[src/rtl/pipe_ctrl_if.sv]
// Handshake bundle between the pipeline sequencer and the stages it steers.
// The master side raises requests; the slave side (pipe_ctrl) returns controls and counters.
interface pipe_ctrl_if #(
    parameter int unsigned CNT_W = 32
) ();
    logic             hz_stop_i;
    logic             br_taken_i;
    logic             mem_busy_i;
    logic             trap_i;
    logic             pc_we_o;
    logic [1:0]       pc_sel_o;
    logic             if_en_o;
    logic             id_en_o;
    logic             ex_en_o;
    logic             id_flush_o;
    logic             ex_flush_o;
    logic [1:0]       state_o;
    logic             stall_err_o;
    logic [CNT_W-1:0] stall_cycles_o;
    logic [CNT_W-1:0] flush_cycles_o;

    modport master (
        output hz_stop_i, br_taken_i, mem_busy_i, trap_i,
        input  pc_we_o, pc_sel_o, if_en_o, id_en_o, ex_en_o, id_flush_o, ex_flush_o,
        input  state_o, stall_err_o, stall_cycles_o, flush_cycles_o
    );

    modport slave (
        input  hz_stop_i, br_taken_i, mem_busy_i, trap_i,
        output pc_we_o, pc_sel_o, if_en_o, id_en_o, ex_en_o, id_flush_o, ex_flush_o,
        output state_o, stall_err_o, stall_cycles_o, flush_cycles_o
    );
endinterface

[src/rtl/pipe_ctrl.sv]
// Pipeline sequencer: prioritises trap/memory-wait/branch/flush/hazard requests into stage
// enables, flushes and PC select, with a redirect-flush FSM and saturating perf counters.
module pipe_ctrl #(
    parameter int unsigned FLUSH_CYCLES = 2,
    parameter int unsigned STALL_MAX    = 7,
    parameter int unsigned CNT_W        = 32
) (
    input  logic       clk,
    input  logic       rst,
    pipe_ctrl_if.slave bus
);
    typedef enum logic [1:0] {
        StRun     = 2'd0,
        StHzStall = 2'd1,
        StMemWait = 2'd2,
        StFlush   = 2'd3
    } state_e;

    localparam logic [1:0] PcPlus4  = 2'd0;
    localparam logic [1:0] PcBranch = 2'd1;
    localparam logic [1:0] PcTrap   = 2'd2;

    localparam logic [2:0] FcntInit = 3'(FLUSH_CYCLES - 1);
    localparam logic [7:0] StallMax = 8'(STALL_MAX);

    state_e           state_q, state_d;
    logic [2:0]       fcnt_q, fcnt_d;
    logic [7:0]       run_q, run_d;
    logic             err_q, err_d;
    logic [CNT_W-1:0] stall_cnt_q, flush_cnt_q;

    logic       pc_we, if_en, id_en, ex_en, id_flush, ex_flush, stall_req, in_flush;
    logic [1:0] pc_sel;

    // A memory wait that interrupted a flush resumes it once busy drops.
    assign in_flush = (state_q == StFlush) || ((state_q == StMemWait) && (fcnt_q != 3'd0));

    always_comb begin
        state_d   = state_q;
        fcnt_d    = fcnt_q;
        pc_we     = 1'b1;
        pc_sel    = PcPlus4;
        if_en     = 1'b1;
        id_en     = 1'b1;
        ex_en     = 1'b1;
        id_flush  = 1'b0;
        ex_flush  = 1'b0;
        stall_req = 1'b0;

        if (bus.trap_i || (!bus.mem_busy_i && bus.br_taken_i)) begin
            pc_sel   = bus.trap_i ? PcTrap : PcBranch;
            id_flush = 1'b1;
            ex_flush = 1'b1;
            fcnt_d   = FcntInit;
            state_d  = (FcntInit == 3'd0) ? StRun : StFlush;
        end else if (bus.mem_busy_i) begin
            pc_we   = 1'b0;
            if_en   = 1'b0;
            id_en   = 1'b0;
            ex_en   = 1'b0;
            state_d = StMemWait;
        end else if (in_flush) begin
            id_flush = 1'b1;
            fcnt_d   = fcnt_q - 3'd1;
            state_d  = (fcnt_q == 3'd1) ? StRun : StFlush;
        end else if (bus.hz_stop_i) begin
            pc_we     = 1'b0;
            if_en     = 1'b0;
            id_en     = 1'b0;
            ex_flush  = 1'b1;
            stall_req = 1'b1;
            state_d   = StHzStall;
        end else begin
            state_d = StRun;
        end

        // Reset forces safe controls combinationally, independent of the clock.
        if (rst) begin
            pc_we    = 1'b0;
            pc_sel   = PcPlus4;
            if_en    = 1'b0;
            id_en    = 1'b0;
            ex_en    = 1'b0;
            id_flush = 1'b1;
            ex_flush = 1'b1;
        end
    end

    always_comb begin
        run_d = 8'd0;
        if (stall_req) begin
            run_d = (run_q == 8'hff) ? run_q : run_q + 8'd1;
        end
        err_d = err_q || (run_d >= StallMax);
    end

    always_ff @(posedge clk or posedge rst) begin
        if (rst) begin
            state_q     <= StRun;
            fcnt_q      <= 3'd0;
            run_q       <= 8'd0;
            err_q       <= 1'b0;
            stall_cnt_q <= '0;
            flush_cnt_q <= '0;
        end else begin
            state_q <= state_d;
            fcnt_q  <= fcnt_d;
            run_q   <= run_d;
            err_q   <= err_d;
            if (!pc_we && (stall_cnt_q != '1)) begin
                stall_cnt_q <= stall_cnt_q + CNT_W'(1);
            end
            if (id_flush && (flush_cnt_q != '1)) begin
                flush_cnt_q <= flush_cnt_q + CNT_W'(1);
            end
        end
    end

    assign bus.pc_we_o        = pc_we;
    assign bus.pc_sel_o       = pc_sel;
    assign bus.if_en_o        = if_en;
    assign bus.id_en_o        = id_en;
    assign bus.ex_en_o        = ex_en;
    assign bus.id_flush_o     = id_flush;
    assign bus.ex_flush_o     = ex_flush;
    assign bus.state_o        = state_q;
    assign bus.stall_err_o    = err_q;
    assign bus.stall_cycles_o = stall_cnt_q;
    assign bus.flush_cycles_o = flush_cnt_q;
endmodule

[src/flat_wrapper.sv]
// flat-port wrapper written by rule: the top's interface ports become plain ports
module pipe_ctrl_flat 
#(
    parameter int unsigned FLUSH_CYCLES = 2,
    parameter int unsigned STALL_MAX    = 7,
    parameter int unsigned CNT_W        = 32
)
  (clk, rst, bus_hz_stop_i, bus_br_taken_i, bus_mem_busy_i, bus_trap_i, bus_pc_we_o, bus_pc_sel_o, bus_if_en_o, bus_id_en_o, bus_ex_en_o, bus_id_flush_o, bus_ex_flush_o, bus_state_o, bus_stall_err_o, bus_stall_cycles_o, bus_flush_cycles_o);
  pipe_ctrl_if #(.CNT_W(CNT_W)) bus_i ();
  input  logic clk;
  input  logic rst;
  input wire logic [$bits(bus_i.hz_stop_i)-1:0] bus_hz_stop_i;
  input wire logic [$bits(bus_i.br_taken_i)-1:0] bus_br_taken_i;
  input wire logic [$bits(bus_i.mem_busy_i)-1:0] bus_mem_busy_i;
  input wire logic [$bits(bus_i.trap_i)-1:0] bus_trap_i;
  output wire logic [$bits(bus_i.pc_we_o)-1:0] bus_pc_we_o;
  output wire logic [$bits(bus_i.pc_sel_o)-1:0] bus_pc_sel_o;
  output wire logic [$bits(bus_i.if_en_o)-1:0] bus_if_en_o;
  output wire logic [$bits(bus_i.id_en_o)-1:0] bus_id_en_o;
  output wire logic [$bits(bus_i.ex_en_o)-1:0] bus_ex_en_o;
  output wire logic [$bits(bus_i.id_flush_o)-1:0] bus_id_flush_o;
  output wire logic [$bits(bus_i.ex_flush_o)-1:0] bus_ex_flush_o;
  output wire logic [$bits(bus_i.state_o)-1:0] bus_state_o;
  output wire logic [$bits(bus_i.stall_err_o)-1:0] bus_stall_err_o;
  output wire logic [$bits(bus_i.stall_cycles_o)-1:0] bus_stall_cycles_o;
  output wire logic [$bits(bus_i.flush_cycles_o)-1:0] bus_flush_cycles_o;
  assign bus_i.hz_stop_i = bus_hz_stop_i;
  assign bus_i.br_taken_i = bus_br_taken_i;
  assign bus_i.mem_busy_i = bus_mem_busy_i;
  assign bus_i.trap_i = bus_trap_i;
  assign bus_pc_we_o = bus_i.pc_we_o;
  assign bus_pc_sel_o = bus_i.pc_sel_o;
  assign bus_if_en_o = bus_i.if_en_o;
  assign bus_id_en_o = bus_i.id_en_o;
  assign bus_ex_en_o = bus_i.ex_en_o;
  assign bus_id_flush_o = bus_i.id_flush_o;
  assign bus_ex_flush_o = bus_i.ex_flush_o;
  assign bus_state_o = bus_i.state_o;
  assign bus_stall_err_o = bus_i.stall_err_o;
  assign bus_stall_cycles_o = bus_i.stall_cycles_o;
  assign bus_flush_cycles_o = bus_i.flush_cycles_o;
  pipe_ctrl #(.FLUSH_CYCLES(FLUSH_CYCLES), .STALL_MAX(STALL_MAX), .CNT_W(CNT_W)) u_core (.clk(clk), .rst(rst), .bus(bus_i));
endmodule
[config.mk]
export PLATFORM = sky130hd
export DESIGN_NAME = pipe_ctrl_flat
export DESIGN_NICKNAME = d
export VERILOG_FILES = /design/src/rtl/pipe_ctrl_if.sv /design/src/rtl/pipe_ctrl.sv /design/src/flat_wrapper.sv
export SDC_FILE = /design/constraint.sdc
export NUM_CORES = 1
export LEC_CHECK = 0
export ABC_AREA = 1
export BUFFER_PORTS_ARGS = -buffer_cell sky130_fd_sc_hd__buf_4
export CAP_MARGIN = 10
export CORE_ASPECT_RATIO = 1.2
export CORE_MARGIN = 4
export CORE_UTILIZATION = 31
export CTS_CLUSTER_DIAMETER = 200
export DETAILED_ROUTE_END_ITERATION = 10
export GPL_ROUTABILITY_DRIVEN = 0
export PLACE_DENSITY = 0.5
export SYNTH_ARGS = -nofsm -noshare
export SYNTH_HDL_FRONTEND = slang
export SYNTH_SLANG_ARGS = --single-unit
export TNS_END_PERCENT = 1
[constraint.sdc]
create_clock -name clk -period 8.15 [get_ports clk]
set_input_delay 0.815 -clock clk [delete_from_list [all_inputs] [get_ports clk]]
set_output_delay 0.815 -clock clk [all_outputs]
set_load 0.02 [all_outputs]
==> flow_metrics.py, run 1 <==
metrics = {
    "worst_setup_path": {
        "crit_chain": "buf_4 > clkinv_2 > nand2_1 > inv_1 > nor2_1 > nand2_1 > nand2_1 > inv_1 > buf_4",
        "required_ns": 7.34,
        "cp.buffers_inverters": 5,
        "cp_slowest_cell": "clkinv_2",
        "cp_slowest_stage_delay_ns": 0.45,
        "crit_family": "buffers and inverters",
        "end_kind": "output port",
        "ff2ff_setup_slack_ns": 5.33,
        "worstPathArrival_ns": 2.08,
        "r2r_cells": 10,
        "crit_type": "in -> out",
        "cp-start-kind": "input pin",
        "cp_max_fo": 34,
        "rr_startpoint": "u_core.bus.stall_cycles_o[0]$_DFFE_PP0P_",
        "r2r_end": "u_core.bus.stall_cycles_o[22]$_DFFE_PP0P_",
        "cp_common_cell": "nand2_1",
    },
    "grt": {
        "grt.total_usage_pct": 16.2,
        "antenna_found_initial": 0,
        "use_met3_pct": 2.69,
        "overflow": 0,
        "grt_pass1_wl_mm": 24.4,
        "grt_use_met2_pct": 29.2,
        "grt_max_degree": 49,
        "top_usage_layer": "met2",
        "met1_usage_pct": 19.2,
        "grt_pass1_vias": 4974,
    },
    "synthesis": {
        "syn_area_per_cell_um2": 6.51,
        "synth_edf_count": 0,
        "syn-cell-area_mm2": 0.00516,
        "syn_inst": 792,
        "synth_nets": 804,
        "synth_area_leaders": "dfrtp_1 (38%), nand2_1 (30%), nor2_1 (7.8%)",
        "ys_dominant_reg_cell": "dfrtp_1",
        "synth_largest_area_cell": "dfrtp_1",
        "ys_ff_latch": 78,
        "ys_async_sr_fraction_pct": 100,
        "ys_seq_area_share_pct": 37.9,
        "yosys.area.top_type_share_pct": 37.9,
        "synthDistinctLibCells": 24,
        "yosysWarnings": 0,
        "yosysMostFrequentCell": "nand2_1",
        "synth_commonest_cells": "nand2_1 (407), nor2_1 (107), dfrtp_1 (78)",
    },
    "power": {
        "p_leak_nw": 3.01,
        "power.density_mw_per_mm2": 184,
        "peakVddDrop_v": 0.000122,
        "p_total_mw": 1.14,
    },
    "clock_network": {
        "cts.path.max_buffers": 2,
        "clk_pin_slew_ns": 0.06,
        "hold_buffers": 0,
        "post-cts-setup-buffer-count": 0,
        "htreeDepth": 3,
        "numCtsBuffers": 9,
        "cts_tree": "built",
        "clock_latency_ns": 0.35,
        "clkSinkCount": 78,
        "clockRootBuffer": "clkbuf_16",
        "cts_resized": 0,
    },
    "cells_and_area": {
        "syn_to_final_growth_pct": 20.8,
        "seqCellArea_mm2": 0.00195,
        "drive_above_1_share_pct": 13.6,
        "finalNonFillerCells": 1086,
        "diodes": 0,
        "final_area_mm2": 0.00623,
        "multiInputGateArea_mm2": 0.00287,
        "n_fill_cell": 1814,
        "final_core_util_pct": 38.3,
        "nNetsFinal": 881,
    },
    "drt": {
        "vias_per_cell": 4.58,
        "drt_iter0_markers": 251,
        "dr.pass1.iters": 4,
        "drc": 0,
        "num_vias": 4975,
        "wl_mm": 14.7,
        "ant_nets": 0,
        "wire_per_inst_um": 13.6,
    },
    "placed_design": {
        "io_buffers": 80,
        "place.detailed.hpwl_mm": 11.1,
        "post_dp_cell_area_mm2": 0.00590,
        "dp_cells": 1070,
    },
    "timing": {
        "slew_viol_final": 0,
        "timing.clock.skew_ns": 0.00967,
        "post-route-min-period_ns": 2.89,
        "setup_tns_ns": 0,
        "max_slew_margin_pct": 53.5,
        "rsz0062_at_grt": "false",
        "fmax_mhz": 346,
        "worst_pin_slew_ns": 0.695,
        "period_share_pct": 35.5,
        "final_hold_viol_count": 0,
        "final-setup-viol-count": 0,
    },
    "die": {
        "core_mm2": 0.0163,
        "die_height_um": 149,
        "initial_core_util_pct": 31.7,
        "row_count": 51,
        "die_area_mm2": 0.0188,
        "die_w_um": 126,
        "boundaryPins": 81,
    },
    "run": {
        "maxCapViolCount": 0,
    },
    "run_status": {
        "status": "complete, no violations",
    },
    "min_path": {
        "hp-class": "in -> async",
    },
}
per-layer routing:
layer,share of wire (%),up-vias
li1,-,2591
met1,44,2283
met2,51,82
met3,3.4,19
met4,2.3,0
met5,0,-
final cells by class:
type                            count  area share [%]
Timing Repair Buffer               81            9.76
Clock inverter                      6            1.49
Sequential cell                    78            31.3
Inverter                           53            3.21
Tap cell                          212            4.26
Clock buffer                       10            3.84
Multi-Input combinational cell    646            46.1
layout by cell type, fill, tap and decap left out, types with 2 or more instances in the layout:
cell / n
xnor2_1: 17
clkinvlp_4: 2
inv_1: 48
xor2_1: 14
dfrtp_1: 78
buf_4: 81
nor2_1: 107
nand4_1: 6
nor2_2: 6
inv_2: 4
nor2_4: 4
bufinv_16: 2
nor3_1: 7
nand3_1: 24
nand3b_1: 20
nand2_2: 5
o21ai_0: 14
ha_1: 6
a21oi_1: 5
nand2_1: 407
clkbuf_16: 9
kinds of logic (layout without fill, tap and decap cells):
kind of cell,after synthesis,in the layout,synth area share (%)
adders and majority gates,6,6,1.46
DFF,78,78,37.9
xor gates and xnor gates,31,31,5.27
buffers and inverters,68,150,6.43
and+or+nand+nor,588,588,46.9
AOI/OAI and AO/OA,21,21,2.11
worst max path at each step:
stage	cells past startpoint	from	end	slack [ns]
after global placement	11	rst	u_core.bus.stall_cycles_o[19]$_DFFE_PP0P_	4.95
after global routing	11	rst	u_core.bus.stall_cycles_o[7]$_DFFE_PP0P_	5.01
after CTS	9	rst	bus_if_en_o	5.17
after floorplan	8	rst	bus_if_en_o	3.96
final	9	rst	bus_if_en_o	5.26
after detailed placement	11	rst	u_core.bus.stall_cycles_o[12]$_DFFE_PP0P_	4.91
registers in the layout, indices dropped and copies added (netlist names):
signal                     count
u_core.run_q                   8
u_core.bus.stall_err_o         1
u_core.bus.stall_cycles_o     32
u_core.bus.state_o             2
u_core.bus.flush_cycles_o     32
u_core.fcnt_q                  3
report_power, final:
part | switching (mW) | leakage [nW] | internal (mW)
combinational | 0.140 | 1.80 | 0.0827
sequential | 0.0479 | 1.05 | 0.417
clock | 0.177 | 0.155 | 0.278
total | 0.365 | 3.01 | 0.778
per-stage QoR:
stage               setup slack (ns)  hold slack [ns]
floorplan                       3.96            0.516
global placement                4.95            0.531
detailed placement              4.91            0.531
CTS                             5.17            0.542
global route                    5.01            0.575
finish                          5.26            0.529
Power figures use the tool's default switching activity.
==> run 2, diff against run 1 <==
- PLACE_DENSITY: 0.5 -> 0.52
- clock period: 8.15 -> 2.61 ns (I/O delays scaled with it)
==> run 2 against run 1 <==
Against the previous run: worst hold slack worse by 0.37 ns; design area rose by 0.38%; critical endpoint is now u_core.bus.flush_cycles_o[28]$_DFFE_PP0P_; total power increased to 3.1 times the previous value.
==> flow_metrics.py, run 2 (synthesis results as in run 1) <==
metrics = {
    "cells_and_area": {
        "multiInputGateArea_mm2": 0.00287,
        "final_common_cell": "nand2_1",
        "diodes": 0,
        "final_area_mm2": 0.00625,
        "final_cell_mix": "nand2_1 (407), nor2_1 (107), buf_4 (86)",
        "seqCellArea_mm2": 0.00195,
        "syn_to_final_growth_pct": 21.3,
        "drive_above_1_share_pct": 14.0,
        "nNetsFinal": 886,
        "finalNonFillerCells": 1091,
        "n_fill_cell": 1774,
        "final_core_util_pct": 38.4,
    },
    "drt": {
        "met3_wirelength_um": 643,
        "num_vias": 4958,
        "wl_mm": 14.9,
        "wl_met2_mm": 7.49,
        "drt-met1-wl_mm": 6.36,
        "vias_per_cell": 4.54,
        "wire_per_inst_um": 13.6,
        "drc": 0,
        "ant_nets": 0,
        "top_layer": "met4",
        "drt_iter0_markers": 254,
        "dr.pass1.iters": 4,
    },
    "timing": {
        "rsz0062_at_grt": "false",
        "post-route-min-period_ns": 2.11,
        "whs_ns": 0.158,
        "timing.clock.skew_ns": 0.00850,
        "worst_pin_slew_ns": 0.681,
        "final_hold_viol_count": 0,
        "setup_tns_ns": 0,
        "final-setup-viol-count": 0,
        "period_share_pct": 80.9,
        "timing.final.ws_setup_ns": 0.498,
        "max_slew_margin_pct": 54.6,
        "slew_viol_final": 0,
        "fmax_mhz": 474,
    },
    "die": {
        "boundaryPins": 81,
        "die_area_mm2": 0.0188,
        "die_w_um": 126,
        "core_mm2": 0.0163,
        "initial_core_util_pct": 31.7,
        "die_height_um": 149,
        "row_count": 51,
    },
    "power": {
        "peakVddDrop_v": 0.000550,
        "power.density_mw_per_mm2": 563,
        "p_leak_nw": 3.02,
        "p_total_mw": 3.52,
    },
    "worst_setup_path": {
        "end_kind": "register",
        "cp_common_cell": "nand2_1",
        "required_ns": 2.84,
        "worstPathArrival_ns": 2.34,
        "crit_type": "reg -> reg",
        "ff2ff_setup_slack_ns": 0.50,
        "crit_family": "simple AND/OR/NAND/NOR gates",
        "cp_max_fo": 27,
        "r2r_end": "u_core.bus.flush_cycles_o[28]$_DFFE_PP0P_",
        "cp_slowest_cell": "dfrtp_1",
        "cp-start-kind": "register",
        "cp.buffers_inverters": 2,
        "rr_startpoint": "u_core.bus.flush_cycles_o[0]$_DFFE_PP0P_",
        "r2r_cells": 10,
        "cp_slowest_stage_delay_ns": 0.46,
        "crit_chain": "ha_1 > inv_2 > nor2_8 > nand2_4 > nor2_4 > nand2_1 > nand2_2 > inv_2 > nand2_1 > nand2_1",
    },
    "run_status": {
        "status": "complete, no violations",
    },
    "clock_network": {
        "clk_pin_slew_ns": 0.06,
        "cts_resized": 0,
        "clockRootBuffer": "clkbuf_16",
        "clock_latency_ns": 0.35,
        "htreeDepth": 3,
        "cts_tree": "built",
        "clkSinkCount": 78,
        "numCtsBuffers": 9,
        "cts.path.max_buffers": 2,
        "post-cts-setup-buffer-count": 0,
        "hold_buffers": 0,
    },
    "grt": {
        "antenna_found_initial": 0,
        "overflow": 0,
        "grt_pass1_wl_mm": 24.4,
        "grt_pass1_vias": 4822,
        "grt_max_degree": 50,
        "grt.total_usage_pct": 16.4,
    },
    "placed_design": {
        "io_buffers": 80,
        "dp_cells": 1075,
        "pre_cts_ws_ns": 0.475,
        "place.detailed.hpwl_mm": 11.4,
        "post_dp_cell_area_mm2": 0.00594,
    },
    "min_path": {
        "hp-class": "in -> async",
    },
    "run": {
        "maxCapViolCount": 0,
    },
}
==> run 2: cell count changes in the layout (fill, tap and decap cells not counted), sizes merged <==
cell    before  now
buf         81   86
clkinv       2    3
inv         53   52
==> run 2: per-layer routing <==
| layer | vias to the layer above | track usage [%] |
|---|---|---|
| met2 | 96 | 29.2 |
| met5 | - | 0 |
| met4 | 0 | 6.38 |
| li1 | 2594 | - |
| met1 | 2242 | 19.6 |
| met3 | 26 | 3.15 |
==> run 2: worst reg2reg max path, stage by stage (launching register included) <==
cell     delay [ns]
dfrtp_1        0.46
ha_1           0.31
inv_2          0.10
nor2_8         0.17
nand2_4        0.08
nor2_4         0.12
nand2_1        0.07
nand2_2        0.21
inv_2          0.27
nand2_1        0.16
nand2_1        0.05
==> run 2: worst max path at each step <==
| stage | from | to | slack, ns | cells past startpoint |
|---|---|---|---|---|
| floorplan | rst | u_core.bus.flush_cycles_o[0]$_DFFE_PP0P_ | 0.07 | 7 |
| global placement | u_core.bus.stall_cycles_o[0]$_DFFE_PP0P_ | u_core.bus.stall_cycles_o[23]$_DFFE_PP0P_ | 0.51 | 10 |
| detailed placement | u_core.bus.flush_cycles_o[0]$_DFFE_PP0P_ | u_core.bus.flush_cycles_o[24]$_DFFE_PP0P_ | 0.48 | 10 |
| CTS | u_core.bus.flush_cycles_o[0]$_DFFE_PP0P_ | u_core.bus.flush_cycles_o[24]$_DFFE_PP0P_ | 0.48 | 10 |
| global route | u_core.fcnt_q[0]$_DFFE_PP0P_ | u_core.bus.flush_cycles_o[31]$_DFFE_PP0P_ | 0.24 | 11 |
| finish | u_core.bus.flush_cycles_o[0]$_DFFE_PP0P_ | u_core.bus.flush_cycles_o[28]$_DFFE_PP0P_ | 0.50 | 10 |
==> run 2: final cells by class <==
| type | count | area share, % |
|---|---|---|
| Clock buffer | 10 | 3.66 |
| Sequential cell | 78 | 31.2 |
| Timing Repair Buffer | 86 | 10.3 |
| Clock inverter | 6 | 1.38 |
| Inverter | 53 | 3.24 |
| Tap cell | 212 | 4.24 |
| Multi-Input combinational cell | 646 | 45.9 |
==> run 2: power breakdown <==
group / leakage (nW) / total (mW) / internal, mW / switching [mW]
registers: 1.05 / 1.45 / 1.30 / 0.151
clock network: 0.152 / 1.37 / 0.836 / 0.529
logic: 1.82 / 0.702 / 0.264 / 0.439
